**config.mk**
```make
export PLATFORM = sky130hd
export DESIGN_NAME = sign_mag_bcd
export DESIGN_NICKNAME = d
export VERILOG_FILES = /design/src/rtl/sign_mag_bcd.sv
export SDC_FILE = /design/constraint.sdc
export NUM_CORES = 1
export LEC_CHECK = 0
export CAP_MARGIN = 20
export CORE_UTILIZATION = 53
export DETAILED_ROUTE_END_ITERATION = 8
export PLACE_DENSITY = 0.78
export SYNTH_ARGS = -nofsm -noshare
export SYNTH_HDL_FRONTEND = slang
export SYNTH_SLANG_ARGS = --single-unit
```
**constraint.sdc**
```tcl
create_clock -name clk -period 1.9 [get_ports clk]
set_input_delay 0.38 -clock clk [delete_from_list [all_inputs] [get_ports clk]]
set_output_delay 0.38 -clock clk [all_outputs]
set_load 0.05 [all_outputs]
```
**src/rtl/sign_mag_bcd.sv**
```systemverilog
// sign_mag_bcd: sign-magnitude word to sign flag plus packed BCD via iterative double-dabble.
// Latency N cycles start->done_tick, one per N+1; start is ignored (not queued) while ready=0.
module sign_mag_bcd #(
  parameter int N = 8,
  parameter int D = 3
) (
  input  logic           clk,
  input  logic           reset,
  input  logic           start,
  input  logic [N-1:0]   sm_in,
  output logic           ready,
  output logic           done_tick,
  output logic           sign,
  output logic           neg_zero,
  output logic [4*D-1:0] bcd
);

  localparam int CW = $clog2(N);

  function automatic logic [63:0] pow10(input int d);
    logic [63:0] r;
    r = 64'd1;
    for (int i = 0; i < d; i++) r = r * 64'd10;
    return r;
  endfunction

  // The top digit has no carry-out, so D digits must cover the largest magnitude.
  if (N < 2 || pow10(D) <= ((64'd1 << (N - 1)) - 64'd1)) begin : g_bad_params
    $error("sign_mag_bcd: need N >= 2 and 10^D > 2^(N-1)-1");
  end

  typedef enum logic [1:0] {IDLE, OP, DONE} state_t;

  state_t          state_q, state_d;
  logic [N-2:0]    mag_shift;
  logic [4*D-1:0]  bcd_work;
  logic [4*D-1:0]  bcd_adj;
  logic [4*D-1:0]  bcd_shift;
  logic [CW-1:0]   cnt;
  logic            pend_sign;
  logic            mag_nz;
  logic            last_step;

  always_comb begin
    bcd_adj = bcd_work;
    for (int i = 0; i < D; i++) begin
      if (bcd_work[4*i +: 4] >= 4'd5) bcd_adj[4*i +: 4] = bcd_work[4*i +: 4] + 4'd3;
    end
  end

  assign bcd_shift = {bcd_adj[4*D-2:0], mag_shift[N-2]};
  assign last_step = (cnt == CW'(1));

  always_comb begin
    state_d   = state_q;
    ready     = 1'b0;
    done_tick = 1'b0;
    case (state_q)
      IDLE: begin
        ready = 1'b1;
        if (start) state_d = OP;
      end
      OP: begin
        if (last_step) state_d = DONE;
      end
      DONE: begin
        done_tick = 1'b1;
        state_d   = IDLE;
      end
      default: state_d = IDLE;
    endcase
  end

  // Result registers load on the final shift edge so they are already valid in DONE.
  always_ff @(posedge clk) begin
    if (reset) begin
      state_q   <= IDLE;
      mag_shift <= '0;
      bcd_work  <= '0;
      cnt       <= '0;
      pend_sign <= 1'b0;
      mag_nz    <= 1'b0;
      bcd       <= '0;
      sign      <= 1'b0;
      neg_zero  <= 1'b0;
    end else begin
      state_q <= state_d;
      case (state_q)
        IDLE: begin
          if (start) begin
            mag_shift <= sm_in[N-2:0];
            pend_sign <= sm_in[N-1];
            mag_nz    <= |sm_in[N-2:0];
            bcd_work  <= '0;
            cnt       <= CW'(N - 1);
          end
        end
        OP: begin
          bcd_work  <= bcd_shift;
          mag_shift <= mag_shift << 1;
          cnt       <= cnt - CW'(1);
          if (last_step) begin
            bcd      <= bcd_shift;
            sign     <= pend_sign & mag_nz;
            neg_zero <= pend_sign & ~mag_nz;
          end
        end
        default: ;
      endcase
    end
  end

endmodule

```
Word level (Yosys, flattened, before mapping)
Cells that the tools add are included.
{"block": "op_classes", "add_sub_neg": 4, "magnitude_cmp": 3, "n_eq_ne": 5, "mux": 14, "n_bitwise": 3, "reduce_logical": 7}
{"operator": "one-hot mux 12 bit (2 select lines)", "count": 1}
{"operator": "one-hot mux 7 bit (2 select lines)", "count": 1}
{"operator": ">= comparator 4 x 3 -> 1 bit (second input constant)", "count": 3}
{"operator": "2-to-1 mux 12 bit", "count": 1}
{"operator": "adder 4 x 2 -> 4 bit (second input constant)", "count": 2}
{"operator": "2-to-1 mux 4 bit", "count": 2}
{"operator": "AND reduction 2 bit", "count": 4}
{"operator": "2-to-1 mux 7 bit", "count": 1}
{"operator": "OR reduction 7 bit", "count": 1}
{"operator": "2-to-1 mux 3 bit", "count": 2}
{"operator": "one-hot mux 3 bit (2 select lines)", "count": 1}
{"operator": "2-to-1 mux 2 bit", "count": 2}
{"operator": "!= test 2 bit (second input constant)", "count": 2}
{"operator": "one-hot mux 2 bit (2 select lines)", "count": 1}
{"operator": "adder 3 x 2 -> 3 bit (second input constant)", "count": 1}
{"operator": "== test 3 x 1 -> 1 bit (second input constant)", "count": 1}
{"operator": "subtractor 3 x 1 -> 3 bit (second input constant)", "count": 1}
{"operator": "AND 1 bit", "count": 2}
{"operator": "== test 2 x 1 -> 1 bit (second input constant)", "count": 1}
{"operator": "== test 2 bit (second input constant)", "count": 1}
{"operator": "logical NOT 2 bit", "count": 1}
{"operator": "2-to-1 mux 1 bit", "count": 2}
{"operator": "nonzero test 2 bit", "count": 1}
{"operator": "inverter 1 bit", "count": 1}
{"block": "totals", "register_bits": 40, "in_bits": 11, "wordCells": 45}

Depth between registers and ports, before layout
Gate-level depths: netlist of run 1.
{"block": "logic_depth", "depth_word": 3, "depth_mapped": 7}

Worst setup path before layout of run 1
No wires, ideal clock.
{"block": "synth_timing", "path_kind": "register -> register", "start": "register state_q[0]", "end": "register mag_nz", "setup_ns": 0.091, "arrival_time_ns": 1.621, "required_time_ns": 1.809, "setup_slack_ns": 0.188, "path_stages_with_launch": 6, "cell_sequence": "dfxtp_1 nor2_1 and2_0 buf_2 nor2_1 a311oi_1"}
{"block": "synth_between", "elab_chain_len": 2}
{"item": "from (decl)", "line": "34", "text": "state_t state_q, state_d;"}
{"item": "from (signal assigned)", "line": "87", "text": "state_q <= state_d;"}
{"item": "logical NOT 2 bit", "line": "88", "text": "case (state_q)"}
{"item": "AND reduction 2 bit (no source line)"}
{"item": "to (signal assigned)", "line": "93", "text": "mag_nz <= |sm_in[N-2:0];"}
{"item": "to (decl)", "line": "41", "text": "logic mag_nz;"}
No other way between the ends.
A chain may end at the register's enable or synchronous reset.

Worst setup path in the final report of run 1
{"block": "layout_timing", "start": "register bcd[1]", "end": "output bcd[1]"}
{"item": "from (decl)", "line": "15", "text": "output logic [4*D-1:0] bcd"}
{"item": "from (signal assigned)", "line": "103", "text": "bcd <= bcd_shift;"}
No word-level cell between the ends.

==> out/metrics.yaml, run 1 <==
logic_synthesis:
  ys_seq_area_share_pct: 44.2
  synth_area_um2: 1810
  yosys_warnings: 0
  synth.avg_cell_area_um2: 8.92
  synth-compound-area-share_pct: 20.7
  synth_mux_area_share_pct: 1.87
  synth_top_family_by_area: "compound AO/OA/AOI/OAI gates"
  synth_cell_types: 32
  synthSimpleGateAreaFrac_pct: 19.6
  synthTopCellsByArea: "dfxtp_1 (44%), ha_1 (5.5%), nand2_1 (4.6%)"
  synthCells: 203
  synth_top_area_share_pct: 44.2
  synth_nets: 222
  synth-seq-cells: 40
  synth_fa_ha_area_share_pct: 5.53
  synth_xor_area_share_pct: 1.94
  yosysTopAreaCell: "dfxtp_1"
power:
  p_per_area_nw_per_um2: 799
  clockPowerShare_pct: 34.9
  power.leakage_nw: 0.998
  pwr-share-seq_pct: 50.8
  p_switching_w: 0.000451
  p_sw_share_pct: 25.4
  ir_drop_mv: 0.639
  intPower_w: 0.00132
  power_frac_comb_pct: 14.3
worst_setup_path:
  reg2reg_slack_ns: 0.26
  critPathBufInv: 1
  max_stage_delay_ns: 0.56
  cp_max_fo: 2
  slowest_stage: "dlygate4sd2_1"
  crit_path_start_kind: "register"
  end_kind: "output port"
  reg2reg_to: "bcd[10]"
  reg2reg_depth: 6
  worstPathRequired_ns: 1.52
  critical_path_arrival_ns: 1.29
  crit_family: "buffers and inverters"
  crit_chain: "dlygate4sd2_1"
  rr_startpoint: "bcd_work[8]"
  cp.depth: 1
  worstSetupPathType: "register to output port"
layout:
  drive_gt1_share_pct: 10.4
  nNetsFinal: 248
  antenna_cells: 0
  area_delta_synth_final_pct: 22.7
  fin_util_pct: 70.4
worst_hold_path:
  min-delay-start: "sign"
  hold_depth: 2
  whs_endpoint: "sign"
  hp-class: "register to register"
timing:
  rsz0062_at_grt: "false"
  clock.fmax_ghz: 0.599
  tightest_slew_ns: 0.517
  fin_ws_ns: 0.230
  finalSetupViolCount: 0
  timing_hold_violations_final: 0
  final.setup.tns_ns: 0
  drv_slew: 0
  period_needed_ns: 1.67
  finClkSkew_ns: 0.0103
  slew_headroom_pct: 65.4
  finalCritPeriodShare_pct: 87.9
run_status:
  status: "finished, final reports clean"
routing:
  vias: 1553
  drc: 0
  first_pass_iters: 4
  wirelength_um: 3980
  drt_iter0_drc: 63
  wl_per_cell_um: 14.5
  antenna_left: 0
  avgViaCountPerCell: 5.67
cts:
  cts-hold-fix-buffers: 0
  numClockSinks: 40
  clk_pin_slew_ns: 0.12
  cts.path.max_buffers: 2
  cts.htree.levels: 2
  ctsRootBufferMaster: "clkbuf_4"
  cts_buffers: 5
  cts_tree: "done"
  clock_latency_ns: 0.35
  post_cts_buffers: 0
global_route:
  grt_pass1_vias: 1493
  grt_max_degree: 23
  gr-usage-all-layers_pct: 24.6
  antenna_found_initial: 0
  overflow: 0
  grt_pass1_wl_um: 6560
place:
  dp_hpwl_um: 2840
  io_buffers: 26
  gp_congestion: 0.793
  pre_cts_ws_ns: 0.102
floorplan:
  start_util_pct: 57.4
  die_w_um: 60.4
  boundaryPins: 27
  dieArea_um2: 3650
  die_h_um: 60.4
  row_count: 20
  fp.coreArea_um2: 3150
flow_run:
  cap_violations: 0
[cell usage after synthesis]
cell,count
o22ai_1,6
nor4_1,1
a311oi_2,3
nand3_1,3
nand2_1,22
a311oi_1,4
nor2_2,1
a32oi_1,3
a211oi_1,7
o32ai_1,8
o21ba_2,1
nand2b_1,13
buf_2,6
buf_6,1
nor2_1,18
a21oi_1,13
or3_1,1
ha_1,8
clkbuf_1,5
dfxtp_1,40
inv_1,12
mux2_2,3
o31ai_1,3
nor2b_1,2
xor2_1,1
nor3_1,5
nor3b_1,5
xnor2_1,3
o21ai_0,2
nand3b_1,1
and2_0,1
buf_4,1
[cell families (layout without fill, tap and decap cells)]
kind of cell             Yosys count  in the layout
flip-flops                        40             40
multiplexers                       3              3
AO/OA/AOI/OAI                     50             50
XOR/XNOR                           4              4
adder cells (fa/ha/maj)            8              8
AND/OR/NAND/NOR                   73             73
buffers and inverters             25             52
[tightest hold or removal path, cell delays in order, from the launching register on]
cell and delay, ns:
dfxtp_1 0.33, nand2_1 0.05, a21oi_1 0.05
[per-stage QoR]
step | instance area, µm² | hold WS [ns] | instances | total power [W]
after CTS | 2190 | 0.471 | 274 | 0.00178
after global routing | 2220 | 0.484 | 274 | 0.00185
final | 2220 | 0.459 | 274 | 0.00177
after detailed placement | 2100 | 0.454 | 266 | 0.00117
after floorplan | 1810 | 0.444 | 203 | 0.00109
after global placement | 2100 | 0.438 | 266 | 0.00116
[final cells by class]
type | count | area (µm²)
Clock buffer | 7 | 65.1
Clock inverter | 1 | 30.0
Fill cell | 274 | 932
Inverter | 12 | 45.0
Multi-Input combinational cell | 138 | 897
Sequential cell | 40 | 801
Tap cell | 44 | 55.1
Timing Repair Buffer | 32 | 328
[worst max-delay path by stage]
stage	from	endpoint	slack [ns]
2_1_floorplan	state_q[0]	mag_nz	0.19
3_3_place_gp	start	bcd_work[11]	0.14
3_5_place_dp	start	bcd_work[7]	0.10
4_1_cts	bcd[4]	bcd[4]	0.005
5_1_grt	bcd_work[8]	bcd_work[10]	0.12
6_report	bcd[1]	bcd[1]	0.23
[sequential cells by signal, indices dropped and copies added, names as in the netlist]
name,cells
bcd,12
bcd_work,12
mag_shift,7
cnt,3
state_q,2
mag_nz,1
neg_zero,1
pend_sign,1
sign,1
[placed cells by master (no fill, tap or decap), types with 2 or more instances in the layout]
| cell type | Yosys | layout |
|---|---|---|
| a311oi_2 | 3 | 3 |
| nor2b_1 | 2 | 2 |
| a311oi_1 | 4 | 4 |
| nand2b_1 | 13 | 13 |
| clkbuf_4 | 0 | 5 |
| dfxtp_1 | 40 | 40 |
| a32oi_1 | 3 | 3 |
| dlygate4sd2_1 | 0 | 2 |
| nor3_1 | 5 | 5 |
| buf_4 | 1 | 8 |
| nand2_1 | 22 | 22 |
| mux2_2 | 3 | 3 |
| ha_1 | 8 | 8 |
| clkbuf_8 | 0 | 2 |
| dlymetal6s2s_1 | 0 | 12 |
| o31ai_1 | 3 | 3 |
| o32ai_1 | 8 | 8 |
| a211oi_1 | 7 | 7 |
| nand3_1 | 3 | 3 |
| o22ai_1 | 6 | 6 |
| o21ai_0 | 2 | 2 |
| clkdlybuf4s50_1 | 0 | 10 |
| a21oi_1 | 13 | 13 |
| xnor2_1 | 3 | 3 |
| nor3b_1 | 5 | 5 |
| nor2_1 | 18 | 18 |
| inv_1 | 12 | 12 |
[layer usage]
metal	GRT usage [%]	up-vias	share of wire [%]
met5	0	-	0
met4	13.3	0	3.2
met3	7.68	16	5.8
met2	39.7	55	48
met1	29.2	711	43
li1	-	771	-
[power by group through the flow]
| stage | registers [W] | logic [W] | clock network [W] |
|---|---|---|---|
| 2_1_floorplan | 0.000934 | 0.000160 | 0 |
| 3_3_place_gp | 0.000917 | 0.000247 | 0 |
| 3_5_place_dp | 0.000919 | 0.000253 | 0 |
| 4_1_cts | 0.000900 | 0.000254 | 0.000626 |
| 5_1_grt | 0.000904 | 0.000281 | 0.000667 |
| 6_report | 0.000900 | 0.000254 | 0.000619 |
[what timing repair did]
item,4_1_cts,5_1_grt
resized for setup,2,12
hold endpoints to repair,0,0
setup endpoints to repair,2,12
(Power assumes the default switching activity.)
==> inputs of run 2 (changes only) <==
==> constraint.sdc (replaced) <==
create_clock -name clk -period 1.9 [get_ports clk]
set_input_delay 0.57 -clock clk [delete_from_list [all_inputs] [get_ports clk]]
set_output_delay 0.57 -clock clk [all_outputs]
set_load 0.05 [all_outputs]
==> run 2 against run 1 <==
Effect of this change: power grew 1.8%; wire length increased by 5.6%; combinational power is 9.8% higher; largest cell class unchanged; highest routed layer unchanged.
==> out/metrics.yaml, run 2 (same netlist as run 1, synthesis figures left out) <==
power:
  ir_drop_mv: 0.596
  p_per_area_nw_per_um2: 815
  power.leakage_nw: 0.823
place:
  dp_hpwl_um: 3070
  place_area_um2: 2120
  io_buffers: 26
  gp_congestion: 0.840
  post-place-cells: 270
worst_setup_path:
  cp_max_fo: 5
  max_stage_delay_ns: 0.36
  startpoint: "state_q[0]"
  worstPathRequired_ns: 1.33
  end_kind: "output port"
  crit_path_start_kind: "register"
  worstSetupPathType: "register to output port"
  crit_chain: "nor2_1, buf_12"
  critical_path_arrival_ns: 1.17
  rr_startpoint: "bcd_work[8]"
  slowest_stage: "dfxtp_1"
  reg2reg_slack_ns: 0.23
layout:
  fin_cells: 278
  nNetsFinal: 252
  n_fill_cell: 259
  reg_top3: "bcd: 12 flops, bcd_work: 12 flops, mag_shift: 7 flops"
  layout_common_cells: "dfxtp_1 (40), buf_4 (24), nand2_1 (22), nor2_1 (18)"
  drive_gt1_share_pct: 17.9
  antenna_cells: 0
  multiInputGateArea_um2: 897
  regArea_um2: 801
  final_common_cell: "dfxtp_1"
  area_delta_synth_final_pct: 22.3
  stdcell_area_um2: 2210
timing:
  final.setup.tns_ns: 0
  finClkSkew_ns: 0.0198
  rsz0062_at_grt: "false"
  timing_hold_violations_final: 0
  drv_slew: 0
  finalCritPeriodShare_pct: 91.6
  period_needed_ns: 1.74
  hold_ws_ns: 0.463
  slew_headroom_pct: 72.2
  finalSetupViolCount: 0
  clock.fmax_ghz: 0.575
  tightest_slew_ns: 0.417
routing:
  first_pass_iters: 4
  drc: 0
  drt_iter0_drc: 96
  vias: 1564
  wl_per_cell_um: 15.1
  antenna_left: 0
  avgViaCountPerCell: 5.63
  wirelength_um: 4200
cts:
  clock_latency_ns: 0.36
  cts_tree: "done"
  cts_buffers: 5
  cts.path.max_buffers: 2
  ctsRootBufferMaster: "clkbuf_4"
  clk_pin_slew_ns: 0.12
  post_cts_buffers: 0
  cts-hold-fix-buffers: 0
  post_cts_resized: 0
  numClockSinks: 40
  cts.htree.levels: 2
floorplan:
  fp.coreArea_um2: 3150
  start_util_pct: 57.4
  dieArea_um2: 3650
  die_h_um: 60.4
  boundaryPins: 27
  die_w_um: 60.4
  row_count: 20
global_route:
  grt_pass1_vias: 1599
  overflow: 0
  gr-usage-met1_pct: 30.0
  grt_pass1_wl_um: 7090
  antenna_found_initial: 0
  grtUsageMet2_pct: 47.9
  grt_max_degree: 25
  use_met3_pct: 6.40
  gr-usage-all-layers_pct: 26.9
  busiest_layer: "met2"
run_status:
  status: "finished, final reports clean"
worst_hold_path:
  hp-class: "register to register"
  min-delay-start: "sign"
flow_run:
  cap_violations: 0
run 2: cell count changes in the layout (fill, tap and decap cells not counted):
cell / change
dlymetal6s2s_1: -12
buf_12: +2
buf_4: +16
dlygate4sd2_1: -2
run 2: layer usage:
layer	wire (µm)	vias up
li1	-	778
met1	1760	721
met2	2130	54
met3	224	11
met4	94	0
met5	0	-
run 2: critical path, delay by kind of cell (launching register included):
kind / cells / cell delay [ns]
buffers and inverters: 1 / 0.18
DFF: 1 / 0.36
and+or+nand+nor: 1 / 0.26
run 2: final cells by class:
class / instances / area share [%]
clock buffer: 7 / 2.94
clock inverter: 1 / 1.36
inverter: 12 / 2.04
multi-input combinational: 138 / 40.5
sequential: 40 / 36.2
tap: 44 / 2.49
timing repair buffer: 36 / 14.5
run 2: stage by stage:
step,utilization [%],setup slack [ns],power (W)
2_1_floorplan,-,0.188,0.00109
4_1_cts,70.2,0.160,0.00181
6_report,70.2,0.160,0.00181
3_5_place_dp,67.2,-0.0452,0.00120
3_3_place_gp,67.2,0.0376,0.00118
5_1_grt,70.2,0.0909,0.00188
run 2: final timing paths:
kind,to,cells past startpoint
worst min register to register,sign,2
worst min-delay path,sign,2
worst max-delay path,ready,2
worst max register to register,bcd[10],6
run 2: power breakdown:
group	total (W)	leakage [nW]	internal (W)	switching, W
Clock	0.000626	0.0515	0.000349	0.000277
Combinational	0.000279	0.445	0.000113	0.000165
Sequential	0.000900	0.326	0.000875	0.0000246
